$ cat config.mk
export PLATFORM = sky130hd
export DESIGN_NAME = id_exe_stage_reg
export DESIGN_NICKNAME = d
export VERILOG_FILES = /design/src/rtl/mips_pkg.sv /design/src/rtl/pipe_reg.sv /design/src/rtl/id_exe_stage_reg.sv
export SDC_FILE = /design/constraint.sdc
export NUM_CORES = 1
export LEC_CHECK = 0
export ABC_CLOCK_PERIOD_IN_PS = 2570
export BUFFER_PORTS_ARGS = -buffer_cell sky130_fd_sc_hd__buf_2
export CORE_AREA = 2 2 145 147
export DETAILED_ROUTE_END_ITERATION = 16
export DIE_AREA = 0 0 147 149
export PLACE_DENSITY = 0.71
export SLEW_MARGIN = 20
export SYNTH_ARGS = -nofsm -noshare
export SYNTH_HDL_FRONTEND = slang
export SYNTH_HIERARCHICAL = 1
export SYNTH_SLANG_ARGS = --single-unit
export TNS_END_PERCENT = 10
$ cat constraint.sdc
create_clock -name clk -period 2.57 [get_ports clk]
set_input_delay 0.514 -clock clk [delete_from_list [all_inputs] [get_ports clk]]
set_output_delay 0.514 -clock clk [all_outputs]
set_load 0.03 [all_outputs]
$ cat src/rtl/mips_pkg.sv
// Shared definitions for the MIPS_cache pipeline: widths, ALU command and
// branch type encodings, and the all-zero NOP control bundle.
package mips_pkg;

    localparam int DATA_W = 32;
    localparam int REG_W  = 5;
    localparam int CMD_W  = 4;

    typedef enum logic [CMD_W-1:0] {
        EXE_ADD   = 4'b0000,
        EXE_SUB   = 4'b0010,
        EXE_AND   = 4'b0100,
        EXE_OR    = 4'b0101,
        EXE_NOR   = 4'b0110,
        EXE_XOR   = 4'b0111,
        EXE_SLA   = 4'b1000,
        EXE_SRA   = 4'b1001,
        EXE_SRL   = 4'b1010,
        EXE_NO_OP = 4'b1111
    } exe_cmd_e;

    typedef enum logic [1:0] {
        BR_NONE = 2'b00,
        BR_BEZ  = 2'b01,
        BR_BNE  = 2'b10,
        BR_JMP  = 2'b11
    } br_type_e;

    // Control bundle carried from ID to EXE; a squashed slot carries all zeros
    typedef struct packed {
        logic [REG_W-1:0] src1;
        logic [REG_W-1:0] src2;
        logic [REG_W-1:0] dst;
        logic [CMD_W-1:0] exe_cmd;
        logic             wb_en;
        logic             mem_r_en;
        logic             mem_w_en;
        logic             is_immediate;
        logic             sw;
        logic [1:0]       br_type;
    } ctrl_t;

    localparam ctrl_t CTRL_NOP = '0;

endpackage

$ cat src/rtl/pipe_reg.sv
// Generic pipeline register slice: synchronous active-low reset, hold when
// en is low, and clear-to-zero (bubble) when clr is high.
module pipe_reg
    import mips_pkg::*;
#(
    parameter int W = 8
) (
    input  logic         clk,
    input  logic         rst,
    input  logic         en,
    input  logic         clr,
    input  logic [W-1:0] d,
    output logic [W-1:0] q
);

    // Reset wins, then a held (disabled) stage, then clear, then load
    always_ff @(posedge clk) begin
        if (!rst) begin
            q <= '0;
        end else if (en) begin
            if (clr) begin
                q <= '0;
            end else begin
                q <= d;
            end
        end
    end

endmodule

$ cat src/rtl/id_exe_stage_reg.sv
// ID/EXE pipeline register: carries decoded fields and operands into EXE,
// supports cache freeze, branch flush and load-use bubbles, and counts the
// bubbles it inserts with a saturating counter.
module id_exe_stage_reg #(
    parameter int DATA_W = 32,
    parameter int REG_W  = 5,
    parameter int CMD_W  = 4,
    parameter int CNT_W  = 16
) (
    input  logic              clk,
    input  logic              rst,
    input  logic              freeze,
    input  logic              flush,
    input  logic              hazard,
    input  logic [DATA_W-1:0] PC_in,
    input  logic [DATA_W-1:0] Val1_in,
    input  logic [DATA_W-1:0] Val2_in,
    input  logic [DATA_W-1:0] Imm_in,
    input  logic [REG_W-1:0]  Src1_in,
    input  logic [REG_W-1:0]  Src2_in,
    input  logic [REG_W-1:0]  Dst_in,
    input  logic [CMD_W-1:0]  EXE_CMD_in,
    input  logic              WB_EN_in,
    input  logic              MEM_R_EN_in,
    input  logic              MEM_W_EN_in,
    input  logic              is_immediate_in,
    input  logic              sw_in,
    input  logic [1:0]        Br_type_in,
    output logic [DATA_W-1:0] PC_EXE,
    output logic [DATA_W-1:0] Val1_EXE,
    output logic [DATA_W-1:0] Val2_EXE,
    output logic [DATA_W-1:0] Imm_EXE,
    output logic [REG_W-1:0]  Src1_EXE,
    output logic [REG_W-1:0]  Src2_EXE,
    output logic [REG_W-1:0]  Dst_EXE,
    output logic [CMD_W-1:0]  EXE_CMD_EXE,
    output logic              WB_EN_EXE,
    output logic              Mem_read_EXE,
    output logic              Mem_write_EXE,
    output logic              is_immediate_EXE,
    output logic              sw_EXE,
    output logic [1:0]        Br_type_EXE,
    output logic              valid_EXE,
    output logic [CNT_W-1:0]  bubble_cnt
);

    import mips_pkg::*;

    localparam int DBUS_W = 4 * DATA_W;
    localparam int CBUS_W = 3 * REG_W + CMD_W + 7;
    localparam logic [CNT_W-1:0] CNT_MAX = {CNT_W{1'b1}};
    localparam logic [CNT_W-1:0] CNT_ONE = {{(CNT_W-1){1'b0}}, 1'b1};

    logic              stage_en;
    logic              bubble;
    logic [DBUS_W-1:0] data_d;
    logic [DBUS_W-1:0] data_q;
    logic [CBUS_W-1:0] ctrl_d;
    logic [CBUS_W-1:0] ctrl_q;

    assign stage_en = ~freeze;
    assign bubble   = flush | hazard;

    assign data_d = {PC_in, Val1_in, Val2_in, Imm_in};
    assign ctrl_d = {Src1_in, Src2_in, Dst_in, EXE_CMD_in, WB_EN_in, MEM_R_EN_in,
                     MEM_W_EN_in, is_immediate_in, sw_in, Br_type_in};

    // Operand values always load when unfrozen; they are meaningless in a bubble
    pipe_reg #(.W(DBUS_W)) u_data_reg (
        .clk (clk),
        .rst (rst),
        .en  (stage_en),
        .clr (1'b0),
        .d   (data_d),
        .q   (data_q)
    );

    // Control and register indices clear in a bubble so forwarding never matches
    pipe_reg #(.W(CBUS_W)) u_ctrl_reg (
        .clk (clk),
        .rst (rst),
        .en  (stage_en),
        .clr (bubble),
        .d   (ctrl_d),
        .q   (ctrl_q)
    );

    assign {PC_EXE, Val1_EXE, Val2_EXE, Imm_EXE} = data_q;
    assign {Src1_EXE, Src2_EXE, Dst_EXE, EXE_CMD_EXE, WB_EN_EXE, Mem_read_EXE,
            Mem_write_EXE, is_immediate_EXE, sw_EXE, Br_type_EXE} = ctrl_q;

    // Valid bit and saturating bubble counter; flush and hazard together count once
    always_ff @(posedge clk) begin
        if (!rst) begin
            valid_EXE  <= 1'b0;
            bubble_cnt <= '0;
        end else if (!freeze) begin
            valid_EXE <= ~bubble;
            if (bubble && (bubble_cnt != CNT_MAX)) begin
                bubble_cnt <= bubble_cnt + CNT_ONE;
            end
        end
    end

endmodule

[Yosys cells after proc, flatten, opt, wreduce, memory -nomap -nowiden]
Cells that the tools add are included.
Widths: inputs -> output; s select.
Operators by class
  $add $sub $neg: 1
  $mul: 0
  div/mod/pow operators: 0
  order comparisons: 0
  eq/ne operators: 1
  shift operators: 0
  multiplexer cells: 1
  bitwise logic cells: 3
  reduce and logical (&&, ||, !) cells: 2
Operator list (count)
  $mux 26: 1
  $add 16x1->16 const B: 1
  $ne 16x16->1 const B: 1
  $not 1->1: 2
  $reduce_and 2->1: 1
  $logic_and 1x1->1: 1
  $or 1x1->1: 1
Word-level totals
  register bits after elaboration: 171
  latch bits: 0
  memory bits (writable): 0
  ROM bits: 0
  input port bits: 159
  output and inout bits: 171
  logic and storage cells: 12
  memories: 0

[Depth between registers and ports, before layout]
  word-level depth: 3
  gate-level depth with buffers: 6
  gate-level depth less buffers: 5

[Cells and area by module]
The synthesis kept the hierarchy.
By module, submodules not included
  pipe_reg (u_data_reg): instances 1, cells an instance 569, area each 5073.6 um2, seq. area each 2562.5 um2
  pipe_reg (u_ctrl_reg): instances 1, cells an instance 115, area each 1038.5 um2, seq. area each 520.5 um2
  id_exe_stage_reg: instances 1, cells an instance 104, area each 928.4 um2, seq. area each 340.3 um2

[Worst setup path after synthesis]
No wires, ideal clock.
  kind: reg2reg
  start point: register bubble_cnt[0]
  end point: register bubble_cnt[12]
  library setup time: 0.073 ns
  arrival: 1.664 ns
  required time: 2.497 ns
  setup slack: 0.833 ns
  cell stages (with the launch flop): 6
  path buffers: 0
  clock period less this slack: 1.737 ns
  path through: dfxtp_1 > ha_1 > and2_1 > nand4_1 > or3_2 > a21oi_1
On the way
  cells in the longest elaborated chain, start to end: 3
  elaborated cells on any way between the ends: 4
  those cells by class: 1 x add/sub; 1 x eq/ne; 2 x reduce/logical
Ends and longest elaborated chain
  start, declared: RTL line id_exe_stage_reg.sv:44  | output logic [CNT_W-1:0] bubble_cnt
  start signal, assigned: RTL line id_exe_stage_reg.sv:100  | bubble_cnt <= bubble_cnt + CNT_ONE;
  parallel branches: the longest is 3 deep, another holds $add 16x1->16
Parallel ways; which one is timed is not known.
A chain may end at the register's enable or synchronous reset.

[Worst setup path after layout]
  start point: register bubble_cnt[0]
  end point: register bubble_cnt[14]
The elaborated chain is that of the path after synthesis.

==> run metrics <==
Final HPWL DP=13.1 mm; vias in the first global route=5973; CTS root buf=clkbuf_16; drt drc=0; Placed Cells=1337; area occupied by multi-input gates=3250 sq um; clock buffer depth=2; commonest non-fill, non-tap cell in the layout=buf_2; met2 Use GR=27.4%; FILL cells=2034; wirelength, routed=19.2 mm; Max Fclk=571 MHz; Die W=147 um; Yosys cell types=47; commonest cells after routing, fill and taps aside=buf_2 (328), dfxtp_1 (171), nand2_1 (167), nand3b_1 (154), o21ai_1 (113); CTS tree=built; clock-pin slew of the registers on the worst-case setup and hold paths=0.08 ns; Setup TNS Final=0 ns; final worst path period need=1.75 ns; H-tree depth=4; leakage power=0.00431 uW; synthesized area per cell=8.93 sq um; gr busiest metal=met2; max-slew violations=0; register area=3420 sq um; switching power=1680 uW; Die Ht=149 um; layout cells sized above 1=38.5%; Max-Cap Viols=0; Top Ports=330; DRT antenna net count=0; met1 Use GR=21.1%; Fin Hold WS=0.318 ns; PortBufs=329; Hold Vio Cnt, Final=0; register bit total from synthesis=171; Setup Viol. Count Final=0; gr usage total=16.8%; sequential share of power=44.4%; unrepaired setup endpoints after global routing=false; vias=6558; starting density of the core=34.2%; CP required=2.91 ns; Max FO, Critical Path=5; first-pass GRT wire length=30.1 mm; initial antenna violation count=2; share of total power in combinational logic=12.1%; fin util=46.0%; number of synthesized flops with an enable pin=0; hold crit path type=primary input to flip-flop; Sink Count=171; CTS Hold Bufs=0; Wirelength per Cell=14.0 um; Die ar.=21900 sq um; Critical Path Sink Type=flip-flop; GR Overflow Total=0; critical path class=flip-flop to flip-flop; Power Dens Cells=664 nW/um^2; clock power share=43.6%; Post-synth top flop=dfxtp_1; sequential fraction of the synthesis area=48.6%; Placeable Area=20600 sq um; Slew HR=57.5%; total CTS buffers=17; Via density=4.78; outcome=complete, no violations; GPL Wtd Cong=0.774; Pint=4600 uW; Switching Fraction=26.7%; Post-Synthesis Cells=788; Nets=1241; crit path DAT=2.09 ns; fin cells=1371; area delta synth->final=34.3%; routing usage on met3=5.75%; row cnt=53; Setup crit start kind=flip-flop; Final Cycle Share=68.1%; Initial DRC Count=304; Synth Cell Area=7040 sq um; Tightest Pin Transition=0.637 ns; synth warn=6; Synth async-reset ratio=0%; post-CTS repair timing setup buffer count=0; Layout Skew=0.00485 ns; pin count of the biggest net entering global routing=82; maximum vdd drop=0.381 mV; CTS resizes=0; first drt pass iteration count=4; Skew-Pair Late Insertion Delay=0.41 ns
[metrics by stage]
step | setup slack (ns) | instance area, sq um | total power (uW)
3_3_place_gp | 0.842 | 8830 | 3600
5_1_grt | 0.694 | 9450 | 6540
6_report | 0.819 | 9450 | 6280
3_5_place_dp | 0.806 | 8830 | 3610
2_1_floorplan | 0.833 | 7040 | 3330
4_1_cts | 0.831 | 9450 | 6360
[worst max-delay path, stage by stage (launching register included)]
cell and delay [ns]:
dfxtp_1 0.38, ha_1 0.23, and2_1 0.28, nand4_1 0.19, or4_1 0.44, a21oi_1 0.16
[routing by layer]
layer	up-vias	wire length, um
li1	3319	-
met3	16	1430
met5	-	0
met2	215	9150
met1	3008	8360
met4	0	257
[kinds of logic (layout without fill, tap and decap cells)]
group,after synthesis,count (layout),share of synthesized area (%)
simple gates,362,362,29.7
compound gates,178,178,15.2
flops,171,171,48.6
buf+inv,69,374,5.40
mux,6,6,0.853
fa+ha+maj,1,1,0.178
other cells,1,4,0.0533
[power groups by stage]
| stage | combinational [uW] | clock [uW] | sequential (uW) |
|---|---|---|---|
| after global routing | 822 | 2920 | 2790 |
| after global placement | 758 | 0 | 2840 |
| after floorplan | 304 | 0 | 3030 |
| final | 757 | 2730 | 2780 |
| after detailed placement | 763 | 0 | 2840 |
| after CTS | 764 | 2820 | 2780 |
[final cells by class]
class | count | area share (%)
antenna | 2 | 0.0529
clock buffer | 18 | 4.65
clock inverter | 14 | 1.93
inverter | 2 | 0.0927
multi-input combinational | 549 | 34.4
sequential | 171 | 36.2
tap | 275 | 3.64
timing repair buffer | 340 | 19.1
[registers in the layout (all words and copies together) (netlist names)]
| name | cells |
|---|---|
| u_data_reg/q | 128 |
| bubble_cnt | 16 |
| u_ctrl_reg/q | 26 |
| valid_EXE | 1 |
[path summary, 6_finish.rpt]
| path | from | end | slack [ns] | cells past startpoint |
|---|---|---|---|---|
| worst max-delay path | bubble_cnt[0]$_SDFFE_PN0P_ | bubble_cnt[14]$_SDFFE_PN0P_ | 0.82 | 5 |
| worst min-delay path | Imm_in[16] | u_data_reg/q[16]$_SDFFE_PN0P_ | 0.32 | 3 |
| worst max register to register | bubble_cnt[0]$_SDFFE_PN0P_ | bubble_cnt[14]$_SDFFE_PN0P_ | 0.82 | 5 |
| worst min register to register | u_data_reg/q[87]$_SDFFE_PN0P_ | u_data_reg/q[87]$_SDFFE_PN0P_ | 0.47 | 2 |
[cells in the mapped netlist (2+ instances only)]
library cell	n	area share, %
or4_1	4	0.43
o21ai_0	7	0.50
nor3_1	2	0.14
buf_2	54	3.8
mux2i_1	6	0.85
o31ai_1	3	0.32
nand4_1	4	0.36
or3_2	2	0.21
nand2_1	167	8.9
a21oi_1	10	0.71
and4_1	2	0.25
o21ai_2	34	4.2
and3_1	2	0.18
clkbuf_1	5	0.27
and2_1	2	0.18
buf_6	7	1.1
nand3b_1	154	16
nand2b_1	6	0.53
o211ai_1	2	0.21
o21ai_1	113	8.0
o41ai_1	2	0.25
nand4b_1	2	0.25
nor2_1	3	0.16
nand3_1	2	0.14
dfxtp_1	171	49
No activity file was read; power rests on OpenSTA's default activity.
